$ cat src/rtl/sprite_move_scheduler_if.sv
// Updater bus between the sprite scheduler (master) and the shared position updater (slave).
interface sprite_move_scheduler_if #(
    parameter int X_W = 11,
    parameter int Y_W = 10
);
    logic           upd_valid;
    logic [2:0]     upd_sprite;
    logic [X_W-1:0] upd_pos_x;
    logic [Y_W-1:0] upd_pos_y;
    logic [3:0]     upd_dir;
    logic [X_W-1:0] upd_new_x;
    logic [Y_W-1:0] upd_new_y;

    modport master (
        output upd_valid, upd_sprite, upd_pos_x, upd_pos_y, upd_dir,
        input  upd_new_x, upd_new_y
    );
    modport slave (
        input  upd_valid, upd_sprite, upd_pos_x, upd_pos_y, upd_dir,
        output upd_new_x, upd_new_y
    );
endinterface

$ cat src/rtl/sprite_move_scheduler.sv
// Round-robin scheduler sharing one sprite position updater across all sprites.
// Optional pacman/ghost hit detection is enabled by defining SCHED_COLLIDE_EN.
module sprite_move_scheduler #(
    parameter int NUM_SPRITES = 5,
    parameter int UPD_LATENCY = 2,
    parameter int X_W         = 11,
    parameter int Y_W         = 10
) (
    input  logic                       clk,
    input  logic                       rst,
    input  logic                       tick,
    input  logic [4*NUM_SPRITES-1:0]   dir_req,
    input  logic [X_W*NUM_SPRITES-1:0] init_pos_x,
    input  logic [Y_W*NUM_SPRITES-1:0] init_pos_y,
    sprite_move_scheduler_if.master    upd,
    output logic [X_W*NUM_SPRITES-1:0] pos_x,
    output logic [Y_W*NUM_SPRITES-1:0] pos_y,
    output logic                       busy,
    output logic                       round_done,
    output logic                       overrun,
    output logic [NUM_SPRITES-1:0]     collide
);
    localparam logic [2:0] S_IDLE    = 3'd0;
    localparam logic [2:0] S_ISSUE   = 3'd1;
    localparam logic [2:0] S_WAIT    = 3'd2;
    localparam logic [2:0] S_CAPTURE = 3'd3;
    localparam logic [2:0] S_DONE    = 3'd4;
    localparam logic [3:0] LAT_M1    = 4'(UPD_LATENCY - 1);
    localparam logic [2:0] LAST      = 3'(NUM_SPRITES - 1);

    logic [2:0] state_q, state_d;
    logic [2:0] idx_q, idx_d;
    logic [3:0] cnt_q, cnt_d;
    logic [NUM_SPRITES-1:0][3:0]     dir_q, dir_d, dir_clean;
    logic [NUM_SPRITES-1:0][X_W-1:0] px_q, px_d;
    logic [NUM_SPRITES-1:0][Y_W-1:0] py_q, py_d;
    logic [2:0]     upd_sprite_q;
    logic [X_W-1:0] upd_px_q;
    logic [Y_W-1:0] upd_py_q;
    logic [3:0]     upd_dir_q;
    logic           overrun_q;

    // Anything that is not exactly one direction means "hold still".
    always_comb begin
        for (int i = 0; i < NUM_SPRITES; i++)
            dir_clean[i] = $onehot(dir_req[4*i +: 4]) ? dir_req[4*i +: 4] : 4'b0000;
    end

    always_comb begin
        state_d = state_q;
        idx_d   = idx_q;
        cnt_d   = cnt_q;
        dir_d   = dir_q;
        px_d    = px_q;
        py_d    = py_q;
        case (state_q)
            S_IDLE, S_DONE: begin
                state_d = S_IDLE;
                if (tick) begin
                    dir_d   = dir_clean;
                    idx_d   = 3'd0;
                    state_d = S_ISSUE;
                end
            end
            S_ISSUE: begin
                cnt_d   = 4'd0;
                state_d = S_WAIT;
            end
            S_WAIT: begin
                cnt_d = cnt_q + 4'd1;
                if (cnt_q == LAT_M1) state_d = S_CAPTURE;
            end
            S_CAPTURE: begin
                px_d[idx_q] = upd.upd_new_x;
                py_d[idx_q] = upd.upd_new_y;
                if (idx_q == LAST) begin
                    state_d = S_DONE;
                end else begin
                    idx_d   = idx_q + 3'd1;
                    state_d = S_ISSUE;
                end
            end
            default: state_d = S_IDLE;
        endcase
    end

    assign busy = (state_q == S_ISSUE) || (state_q == S_WAIT) || (state_q == S_CAPTURE);

    always_ff @(posedge clk) begin
        if (rst) begin
            state_q      <= S_IDLE;
            idx_q        <= 3'd0;
            cnt_q        <= 4'd0;
            dir_q        <= '0;
            px_q         <= init_pos_x;
            py_q         <= init_pos_y;
            upd_sprite_q <= 3'd0;
            upd_px_q     <= '0;
            upd_py_q     <= '0;
            upd_dir_q    <= 4'd0;
            overrun_q    <= 1'b0;
        end else begin
            state_q <= state_d;
            idx_q   <= idx_d;
            cnt_q   <= cnt_d;
            dir_q   <= dir_d;
            px_q    <= px_d;
            py_q    <= py_d;
            // Issue operands are latched once and held through WAIT and CAPTURE.
            if (state_d == S_ISSUE) begin
                upd_sprite_q <= idx_d;
                upd_px_q     <= px_q[idx_d];
                upd_py_q     <= py_q[idx_d];
                upd_dir_q    <= dir_d[idx_d];
            end
            if (tick && busy) overrun_q <= 1'b1;
        end
    end

`ifdef SCHED_COLLIDE_EN
    logic [NUM_SPRITES-1:0] hit_q, hit_d, collide_q;

    always_comb begin
        hit_d = hit_q;
        if ((state_q == S_IDLE || state_q == S_DONE) && tick)
            hit_d = '0;
        else if (state_q == S_CAPTURE && idx_q != 3'd0 &&
                 upd.upd_new_x == px_q[0] && upd.upd_new_y == py_q[0])
            hit_d[idx_q] = 1'b1;
    end

    // Loaded at the last CAPTURE edge so the mask is visible from the DONE cycle on.
    always_ff @(posedge clk) begin
        if (rst) begin
            hit_q     <= '0;
            collide_q <= '0;
        end else begin
            hit_q <= hit_d;
            if (state_q == S_CAPTURE && idx_q == LAST) collide_q <= hit_d;
        end
    end
    assign collide = collide_q;
`else
    assign collide = '0;
`endif

    assign upd.upd_valid  = (state_q == S_ISSUE);
    assign upd.upd_sprite = upd_sprite_q;
    assign upd.upd_pos_x  = upd_px_q;
    assign upd.upd_pos_y  = upd_py_q;
    assign upd.upd_dir    = upd_dir_q;
    assign pos_x          = px_q;
    assign pos_y          = py_q;
    assign round_done     = (state_q == S_DONE);
    assign overrun        = overrun_q;
endmodule

$ cat src/flat_wrapper.sv
// flat-port wrapper written by rule: the top's interface ports become plain ports
module sprite_move_scheduler_flat 
#(
    parameter int NUM_SPRITES = 5,
    parameter int UPD_LATENCY = 2,
    parameter int X_W         = 11,
    parameter int Y_W         = 10
)
  (clk, rst, tick, dir_req, init_pos_x, init_pos_y, pos_x, pos_y, busy, round_done, overrun, collide, upd_upd_valid, upd_upd_sprite, upd_upd_pos_x, upd_upd_pos_y, upd_upd_dir, upd_upd_new_x, upd_upd_new_y);
  sprite_move_scheduler_if #(.X_W(X_W), .Y_W(Y_W)) upd_i ();
  input  logic clk;
  input  logic rst;
  input  logic tick;
  input  logic [4*NUM_SPRITES-1:0] dir_req;
  input  logic [X_W*NUM_SPRITES-1:0] init_pos_x;
  input  logic [Y_W*NUM_SPRITES-1:0] init_pos_y;
  output logic [X_W*NUM_SPRITES-1:0] pos_x;
  output logic [Y_W*NUM_SPRITES-1:0] pos_y;
  output logic busy;
  output logic round_done;
  output logic overrun;
  output logic [NUM_SPRITES-1:0] collide;
  output wire logic [$bits(upd_i.upd_valid)-1:0] upd_upd_valid;
  output wire logic [$bits(upd_i.upd_sprite)-1:0] upd_upd_sprite;
  output wire logic [$bits(upd_i.upd_pos_x)-1:0] upd_upd_pos_x;
  output wire logic [$bits(upd_i.upd_pos_y)-1:0] upd_upd_pos_y;
  output wire logic [$bits(upd_i.upd_dir)-1:0] upd_upd_dir;
  input wire logic [$bits(upd_i.upd_new_x)-1:0] upd_upd_new_x;
  input wire logic [$bits(upd_i.upd_new_y)-1:0] upd_upd_new_y;
  assign upd_upd_valid = upd_i.upd_valid;
  assign upd_upd_sprite = upd_i.upd_sprite;
  assign upd_upd_pos_x = upd_i.upd_pos_x;
  assign upd_upd_pos_y = upd_i.upd_pos_y;
  assign upd_upd_dir = upd_i.upd_dir;
  assign upd_i.upd_new_x = upd_upd_new_x;
  assign upd_i.upd_new_y = upd_upd_new_y;
  sprite_move_scheduler #(.NUM_SPRITES(NUM_SPRITES), .UPD_LATENCY(UPD_LATENCY), .X_W(X_W), .Y_W(Y_W)) u_core (.clk(clk), .rst(rst), .tick(tick), .dir_req(dir_req), .init_pos_x(init_pos_x), .init_pos_y(init_pos_y), .upd(upd_i), .pos_x(pos_x), .pos_y(pos_y), .busy(busy), .round_done(round_done), .overrun(overrun), .collide(collide));
endmodule
$ cat config.mk
export PLATFORM = sky130hd
export DESIGN_NAME = sprite_move_scheduler_flat
export DESIGN_NICKNAME = d
export VERILOG_FILES = /design/src/rtl/sprite_move_scheduler_if.sv /design/src/rtl/sprite_move_scheduler.sv /design/src/flat_wrapper.sv
export SDC_FILE = /design/constraint.sdc
export NUM_CORES = 1
export LEC_CHECK = 0
export BUFFER_PORTS_ARGS = -buffer_cell sky130_fd_sc_hd__buf_2
export CAP_MARGIN = 30
export CORE_MARGIN = 5
export CORE_UTILIZATION = 40
export CTS_BUF_LIST = sky130_fd_sc_hd__clkbuf_8 sky130_fd_sc_hd__clkbuf_16
export CTS_CLUSTER_DIAMETER = 150
export CTS_CLUSTER_SIZE = 30
export DETAILED_ROUTE_END_ITERATION = 7
export PLACE_DENSITY = 0.67
export SETUP_SLACK_MARGIN = 0.15
export SLEW_MARGIN = 25
export SYNTH_ARGS = -nofsm -noshare
export SYNTH_HDL_FRONTEND = slang
export SYNTH_SLANG_ARGS = --single-unit
$ cat constraint.sdc
create_clock -name clk -period 6.95 [get_ports clk]
set_input_delay 1.39 -clock clk [delete_from_list [all_inputs] [get_ports clk]]
set_output_delay 1.39 -clock clk [all_outputs]
set_load 0.02 [all_outputs]
==> results of run 1 <==
-- cell type report --
cell class | count | area, um2 | share of cell area, %
flip-flops and latches | 164 | 4330 | 42.1
multi-input cells | 434 | 3410 | 33.2
repair buffers | 299 | 1540 | 14.9
clock buffers | 17 | 425 | 4.13
well taps | 265 | 332 | 3.22
clock inverters | 15 | 213 | 2.07
inverters | 7 | 26.3 | 0.255
diodes | 5 | 12.5 | 0.122
-- worst max path at each step --
stage                start                    end  cells after the start
2_1_floorplan  dir_req[14]  u_core.upd.upd_dir[2]                      8
3_3_place_gp          tick  u_core.upd.upd_dir[2]                      8
5_1_grt         dir_req[4]  u_core.upd.upd_dir[3]                     10
3_5_place_dp          tick  u_core.upd.upd_dir[0]                      8
4_1_cts               tick  u_core.upd.upd_dir[0]                      8
6_report               rst       u_core.pos_x[53]                      4
-- critical path, delay by kind of cell --
kind | cells | cell delay [ns]
buf+inv | 2 | 1.31
compound gates | 1 | 0.27
simple gates | 1 | 0.25
-- Yosys cell counts, types with 3 or more instances --
cell type,instances
a21o_1,7
a21oi_1,42
a22o_1,105
a22oi_1,36
and2_1,7
and3_1,6
buf_2,4
buf_4,6
buf_6,3
clkbuf_1,44
dfxtp_1,59
edfxtp_1,105
fa_1,5
ha_1,19
inv_1,7
mux2_2,3
mux2i_1,45
mux4_2,3
nand2_1,25
nand2b_1,5
nor2_1,32
nor2b_1,25
nor3_1,7
nor3b_1,4
o211ai_1,3
o21ai_0,4
o22a_1,23
-- layer usage --
metal	vias to the layer above	track usage, %
li1	3099	-
met1	3202	28.6
met2	275	36.3
met3	30	6.90
met4	6	6.53
met5	-	0
-- state kept, by name, summed over array words and instances (netlist names) --
signal                 cells
u_core.state_q             3
u_core.dir_q              20
u_core.upd.upd_pos_y      10
u_core.idx_q               3
u_core.upd.upd_pos_x      11
u_core.upd.upd_dir         4
u_core.pos_y              50
u_core.cnt_q               4
u_core.pos_x              55
u_core.overrun             1
u_core.upd.upd_sprite      3
-- kinds of logic after synthesis --
group                    Yosys count
flip-flops                       164
AND/OR/NAND/NOR                  126
adder cells (fa/ha/maj)           24
AO/OA/AOI/OAI                    227
XOR/XNOR                           1
other                              1
buffers and inverters             67
multiplexers                      51
-- stage by stage --
step,total power [uW],std cells
global route,2900,1204
finish,2790,1206
global placement,1780,1169
detailed placement,1790,1169
floorplan,1570,665
CTS,2800,1201
-- power by group through the flow --
stage                     logic (uW)  clock network [uW]  registers [uW]
after detailed placement         589                   0            1200
after global routing             633                1080            1190
after floorplan                  298                   0            1270
after CTS                        591                1030            1180
final                            587                1020            1180
after global placement           584                   0            1200
==> flow_metrics.py, run 1 <==
metrics = {
    "run_status": {
        "outcome": "completed",
    },
    "synthesis": {
        "muxShareOfSynthArea_pct": 6.89,
        "synth_edf_count": 105,
        "synth_top_area_share_pct": 39.4,
        "synthSimpleGateAreaFrac_pct": 8.57,
        "synthXorXnorAreaFrac_pct": 0.109,
        "ys_seq_area_share_pct": 54.1,
        "netlist_instances": 661,
        "synth_compound_gate_area_share_pct": 21.9,
        "synth_seq_cells": 164,
        "synth_top_family_by_area": "compound AO/OA/AOI/OAI gates",
        "synth-main-ff-cell": "edfxtp_1",
        "ys_types": 48,
        "synth_area_leaders": "edfxtp_1, dfxtp_1, a22o_1",
        "synthArstFlopShare_pct": 0,
        "synth_area_um2": 8010,
        "synth.largest_area_cell": "edfxtp_1",
        "synth_fa_ha_area_share_pct": 4.22,
        "syn_avg_cell_area_um2": 12.1,
        "yosysWarnings": 0,
    },
    "sta": {
        "period_share_pct": 46.1,
        "slew_headroom_pct": 32.6,
        "hold_violations": 0,
        "setup_viol": 0,
        "rsz0062_at_grt": "false",
        "post-route-min-period_ns": 3.21,
        "fmax_mhz": 312,
        "final_max_slew_viol_count": 0,
        "fin_skew_ns": 0.0115,
        "hold_slack_ns": 0.456,
        "finalSetupTns_ns": 0,
        "worstMarginPinSlew_ns": 1.01,
        "layout_setup_ws_ns": 3.74,
    },
    "worst_hold_path": {
        "hp-class": "register to register",
        "holdPathStages": 2,
        "min_from": "u_core.dir_q[13]",
        "hold_end": "u_core.dir_q[13]",
    },
    "global_route": {
        "grt_antenna_before_repair": 6,
        "grt_pass1_wl_um": 38100,
        "grt_max_degree": 117,
        "grt_usage_pct": 22.3,
        "grt_pass1_vias": 6545,
        "overflow": 0,
    },
    "floorplanning": {
        "die-height_um": 151,
        "start_util_pct": 40.9,
        "fp.dieW_um": 151,
        "fp.coreArea_um2": 19600,
        "ios": 291,
        "row_count": 51,
        "dieArea_um2": 22900,
    },
    "critical_path": {
        "worst_setup_path_end_kind": "register",
        "regToRegStartpoint": "u_core.idx_q[0]",
        "crit_fanout": 116,
        "rrSetupSlack_ns": 3.96,
        "crit_chain": "buf_6 -> buf_4 -> nor2b_1 -> a22o_1",
        "worst_setup_path_start_kind": "input pin",
        "cpPeakStageDelay_ns": 0.74,
        "rr_worst_depth": 8,
        "arrival_ns": 3.38,
        "worstPathRequired_ns": 7.13,
        "worstReg2RegEnd": "u_core.upd.upd_dir[0]",
        "slowest_stage": "buf_4",
        "worst-setup-path-type": "input pin to register",
    },
    "power": {
        "ir_drop_mv": 0.169,
        "power_switching_uw": 831,
        "p_comb_share_pct": 21.0,
        "switching_share_pct": 29.8,
        "power_frac_seq_pct": 42.3,
        "leakagePower_uw": 0.00423,
        "p_clk_share_pct": 36.7,
        "p_int_uw": 1960,
        "power.density_nw_per_um2": 271,
    },
    "cells_and_area": {
        "fill_cells": 1753,
        "design_area_um2": 10300,
        "drive_gt1_share_pct": 37.4,
        "finalCoreUtilization_pct": 52.6,
        "area_growth_pct": 28.6,
        "final_net_count": 1096,
        "most-common-layout-cells": "buf_2, a22o_1, edfxtp_1",
        "final_common_cell": "buf_2",
    },
    "routing": {
        "first_pass_iters": 5,
        "dr.max_layer_used": "met5",
        "drt-met1-wl_um": 11000,
        "vias": 6612,
        "wire_per_inst_um": 22.0,
        "wl_met3_um": 2380,
        "vias_per_cell": 5.48,
        "wl_met2_um": 12800,
        "postRouteAntennaNets": 0,
        "drc": 0,
        "drt_iter0_markers": 408,
        "drt_wl_total_um": 26600,
    },
    "clocking": {
        "clockBufferDepth": 2,
        "cts_resized": 0,
        "cts_setup_buffers": 0,
        "clk_pin_slew_ns": 0.06,
        "root_buffer": "clkbuf_16",
        "holdBufCountCts": 0,
        "clock-sinks": 164,
        "cts_inserted_buffers": 17,
        "worst_skew_pair.late_latency_ns": 0.43,
        "cts_tree": "done",
        "cts_max_level": 4,
    },
    "run": {
        "max_cap_viol_count": 0,
    },
    "place": {
        "numPortBuffers": 285,
        "post-place-ws_ns": 3.29,
        "place.gp.congestion": 0.822,
        "hpwlAfterDp_um": 18600,
        "post_dp_cell_area_um2": 9640,
    },
}
(Power assumes the default switching activity.)
==> run 2: changes to the inputs <==
==> constraint.sdc (replaced) <==
create_clock -name clk -period 3.3 [get_ports clk]
set_input_delay 0.66 -clock clk [delete_from_list [all_inputs] [get_ports clk]]
set_output_delay 0.66 -clock clk [all_outputs]
set_load 0.02 [all_outputs]
==> flow_metrics.py, run 2 (synthesis gave the netlist of run 1 again) <==
metrics = {
    "clocking": {
        "clockBufferDepth": 2,
        "cts_setup_buffers": 0,
        "holdBufCountCts": 0,
        "cts_inserted_buffers": 17,
        "clock-sinks": 164,
        "worst_skew_pair.late_latency_ns": 0.43,
        "clk_pin_slew_ns": 0.07,
        "cts_max_level": 4,
        "cts_tree": "done",
        "root_buffer": "clkbuf_16",
        "cts_resized": 0,
    },
    "power": {
        "leakagePower_uw": 0.00424,
        "power.density_nw_per_um2": 552,
        "ir_drop_mv": 0.338,
    },
    "routing": {
        "drc": 0,
        "drt_iter0_markers": 333,
        "vias_per_cell": 5.43,
        "vias": 6574,
        "postRouteAntennaNets": 0,
        "drt_wl_total_um": 26500,
        "first_pass_iters": 5,
        "wire_per_inst_um": 21.9,
    },
    "sta": {
        "finalSetupTns_ns": 0,
        "setup_viol": 0,
        "fmax_mhz": 378,
        "hold_violations": 0,
        "final_max_slew_viol_count": 0,
        "post-route-min-period_ns": 2.64,
        "slew_headroom_pct": 36.7,
        "fin_skew_ns": 0.0132,
        "rsz0062_at_grt": "false",
        "worstMarginPinSlew_ns": 0.948,
        "period_share_pct": 80.1,
    },
    "global_route": {
        "grt_usage_pct": 22.4,
        "overflow": 0,
        "grt_antenna_before_repair": 4,
        "grt_pass1_wl_um": 38400,
        "grt_pass1_vias": 6690,
        "grt_max_degree": 82,
    },
    "cells_and_area": {
        "fill_cells": 1785,
        "ff_latch_area_um2": 4330,
        "most-common-layout-cells": "buf_2, a22o_1, edfxtp_1",
        "finalCoreUtilization_pct": 52.6,
        "multi_input_area_um2": 3410,
        "drive_gt1_share_pct": 37.6,
        "largest_reg_flops": 55,
        "final_net_count": 1101,
        "final_common_cell": "buf_2",
        "area_growth_pct": 28.7,
    },
    "floorplanning": {
        "row_count": 51,
        "fp.coreArea_um2": 19600,
        "die-height_um": 151,
        "fp.dieW_um": 151,
        "ios": 291,
        "start_util_pct": 40.9,
        "dieArea_um2": 22900,
    },
    "critical_path": {
        "worst_setup_path_end_kind": "register",
        "startpoint": "u_core.idx_q[0]",
        "regToRegStartpoint": "u_core.idx_q[0]",
        "arrival_ns": 2.98,
        "worstPathRequired_ns": 3.64,
        "crit_fanout": 26,
        "worst-setup-path-type": "register to register",
        "worst_setup_path_start_kind": "register",
    },
    "run_status": {
        "outcome": "completed",
    },
    "worst_hold_path": {
        "min_from": "u_core.upd.upd_sprite[1]",
        "hp-class": "register to register",
    },
    "place": {
        "place.gp.congestion": 0.837,
        "numPortBuffers": 285,
        "hpwlAfterDp_um": 18800,
    },
    "run": {
        "max_cap_viol_count": 0,
    },
}
[run 2: area by class of cell]
type,count,share of cell area [%]
diodes,4,0.0971
well taps,265,3.22
clock buffers,18,4.26
inverters,7,0.255
flip-flops and latches,164,42.1
clock inverters,14,1.36
multi-input cells,434,33.1
repair buffers,304,15.6
[run 2: critical path, stage by stage (launching register included)]
cell	delay [ns]
dfxtp_1	0.40
inv_1	0.26
ha_1	0.21
nand2_1	0.17
a21oi_4	0.82
a21o_1	0.30
mux2i_1	0.20
mux2i_1	0.09
o32ai_1	0.11
[run 2: final timing paths]
path                                   end  slack (ns)  depth (start not counted)
setup / recovery     u_core.upd.upd_dir[3]        0.66                          8
hold / removal    u_core.upd.upd_sprite[1]        0.45                          2
setup reg to reg     u_core.upd.upd_dir[3]        0.66                          8
hold reg to reg   u_core.upd.upd_sprite[1]        0.45                          2
[run 2: routing by layer]
layer | track usage (%) | vias to the layer above | share of wire (%)
met5 | 0 | - | 0.049
met4 | 6.62 | 2 | 1.7
met3 | 6.72 | 31 | 8.5
met2 | 37.3 | 259 | 49
met1 | 28.2 | 3173 | 41
li1 | - | 3109 | -
[run 2: stage by stage]
stage | setup WS (ns) | cells | power [uW] | instance area, um2 | hold slack [ns]
after CTS | 0.630 | 1206 | 5730 | 10300 | 0.453
after global placement | 0.601 | 1174 | 3760 | 9720 | 0.443
after floorplan | 0.760 | 665 | 3310 | 8020 | 0.433
after global routing | 0.479 | 1209 | 5940 | 10300 | 0.474
after detailed placement | 0.530 | 1174 | 3780 | 9720 | 0.443
final | 0.658 | 1210 | 5690 | 10300 | 0.448
[run 2: where the power goes]
| group | total, uW | switching [uW] | internal [uW] |
|---|---|---|---|
| sequential | 2480 | 110 | 2370 |
| combinational | 1240 | 765 | 480 |
| clock | 1960 | 879 | 1080 |
==> run 3: changes to the inputs <==
--- a/config.mk
+++ b/config.mk
@@ -13,7 +13,7 @@
 export CTS_CLUSTER_DIAMETER = 150
 export CTS_CLUSTER_SIZE = 30
 export DETAILED_ROUTE_END_ITERATION = 7
-export PLACE_DENSITY = 0.67
+export PLACE_DENSITY = 0.69
 export SETUP_SLACK_MARGIN = 0.15
 export SLEW_MARGIN = 25
 export SYNTH_ARGS = -nofsm -noshare
==> constraint.sdc (replaced) <==
create_clock -name clk -period 2.4 [get_ports clk]
set_input_delay 0.48 -clock clk [delete_from_list [all_inputs] [get_ports clk]]
set_output_delay 0.48 -clock clk [all_outputs]
set_load 0.02 [all_outputs]
==> flow_metrics.py, run 3 (synthesis gave the netlist of run 1 again) <==
metrics = {
    "cells_and_area": {
        "most-common-layout-cells": "buf_2, a22o_1, edfxtp_1",
        "final_net_count": 1140,
        "final_common_cell": "buf_2",
        "area_growth_pct": 34.0,
        "layoutNonFillerInstCount": 1245,
        "largest_reg_flops": 55,
        "drive_gt1_share_pct": 41.2,
        "diodes": 0,
    },
    "critical_path": {
        "worst_setup_path_start_kind": "register",
        "worst_setup_path_end_kind": "register",
        "rr_worst_depth": 8,
        "cpPeakStageDelay_ns": 0.53,
        "crit_buf_inv": 3,
        "startpoint": "u_core.idx_q[0]",
        "regToRegStartpoint": "u_core.idx_q[0]",
        "slowest_stage": "mux4_2",
        "crit_fanout": 8,
        "crit_chain": "inv_1 -> ha_1 -> inv_1 -> a311oi_4 -> buf_12 -> mux4_2 -> nand2_1 -> o211ai_1",
        "rrSetupSlack_ns": 0.28,
        "cp_top_family": "multiplexers",
        "crit_cells": 8,
        "arrival_ns": 2.44,
        "worstPathRequired_ns": 2.71,
        "worstReg2RegEnd": "u_core.upd.upd_dir[1]",
        "crit_top_cell": "inv_1",
        "endpoint": "u_core.upd.upd_dir[1]",
        "worst-setup-path-type": "register to register",
    },
    "routing": {
        "drt_iter0_markers": 380,
        "drc": 0,
        "first_pass_iters": 5,
        "vias_per_cell": 5.48,
        "drt_wl_total_um": 27100,
        "postRouteAntennaNets": 0,
        "vias": 6822,
        "wire_per_inst_um": 21.8,
    },
    "clocking": {
        "cts_max_level": 4,
        "clk_pin_slew_ns": 0.08,
        "worst_skew_pair.late_latency_ns": 0.44,
        "cts_inserted_buffers": 17,
        "clock-sinks": 164,
        "cts_tree": "done",
        "cts_resized": 0,
        "root_buffer": "clkbuf_16",
        "holdBufCountCts": 0,
        "cts_setup_buffers": 0,
        "clockBufferDepth": 2,
    },
    "worst_hold_path": {
        "hp-class": "input pin to register",
    },
    "place": {
        "place.gp.congestion": 0.852,
        "post-place-ws_ns": -0.144,
        "dp.cells": 1213,
        "hpwlAfterDp_um": 19700,
        "numPortBuffers": 285,
    },
    "floorplanning": {
        "row_count": 51,
        "start_util_pct": 40.9,
        "ios": 291,
        "dieArea_um2": 22900,
        "fp.coreArea_um2": 19600,
        "die-height_um": 151,
        "fp.dieW_um": 151,
    },
    "power": {
        "leakagePower_uw": 0.00445,
        "total_power_uw": 8070,
        "power.density_nw_per_um2": 752,
        "ir_drop_mv": 0.472,
    },
    "run_status": {
        "outcome": "completed",
    },
    "sta": {
        "layout_setup_ws_ns": 0.276,
        "rsz0062_at_grt": "false",
        "finalSetupTns_ns": 0,
        "hold_violations": 0,
        "post-route-min-period_ns": 2.12,
        "fmax_mhz": 471,
        "fin_skew_ns": 0.0163,
        "setup_viol": 0,
        "period_share_pct": 88.5,
        "slew_headroom_pct": 41.5,
        "worstMarginPinSlew_ns": 0.877,
        "final_max_slew_viol_count": 0,
    },
    "global_route": {
        "grt_pass1_vias": 6953,
        "grt_max_degree": 117,
        "grt_pass1_wl_um": 39600,
        "grt_usage_pct": 23.1,
        "overflow": 0,
        "grt_antenna_before_repair": 0,
    },
    "run": {
        "max_cap_viol_count": 0,
    },
}
## run 3: per-layer routing
layer	wire length, um	track usage (%)	part of all wire (%)	up-vias
li1	-	-	-	3168
met1	10600	28.8	39	3342
met2	13600	38.8	50	279
met3	2470	7.08	9.1	33
met4	465	6.39	1.7	0
met5	0	0	0	-
## run 3: where the power goes
group / internal (uW) / switching (uW) / total (uW)
clock: 1570 / 1230 / 2800
combinational: 760 / 1120 / 1880
sequential: 3260 / 133 / 3390
## run 3: area by class of cell
class | count | area, um2
timing repair buffer | 343 | 1920
fill | 1729 | 8860
clock buffer | 17 | 425
inverter | 7 | 26.3
tap | 265 | 332
multi-input combinational | 434 | 3520
sequential | 164 | 4340
clock inverter | 15 | 171
## run 3: worst reg2reg max path: cells and delay by family (launching register included)
family	cells	cell delay, ns
compound gates	2	0.40
simple gates	1	0.10
fa+ha+maj	1	0.28
buf+inv	3	0.34
mux	1	0.53
flops	1	0.36
## run 3: worst min path at each step
stage	cells after the start	end	start
6_report	2	u_core.pos_y[16]	init_pos_y[16]
5_1_grt	2	u_core.pos_y[16]	init_pos_y[16]
4_1_cts	3	u_core.overrun	tick
3_5_place_dp	2	u_core.dir_q[12]	u_core.dir_q[12]
3_3_place_gp	2	u_core.dir_q[12]	u_core.dir_q[12]
2_1_floorplan	2	u_core.dir_q[12]	u_core.dir_q[12]
## run 3: stage by stage
stage               area [um2]  utilization [%]  hold slack [ns]
floorplan                 8110                -            0.433
global placement         10100             51.6            0.442
detailed placement       10100             51.6            0.448
CTS                      10700             54.6            0.322
global route             10700             54.8            0.330
finish                   10700             54.8            0.332
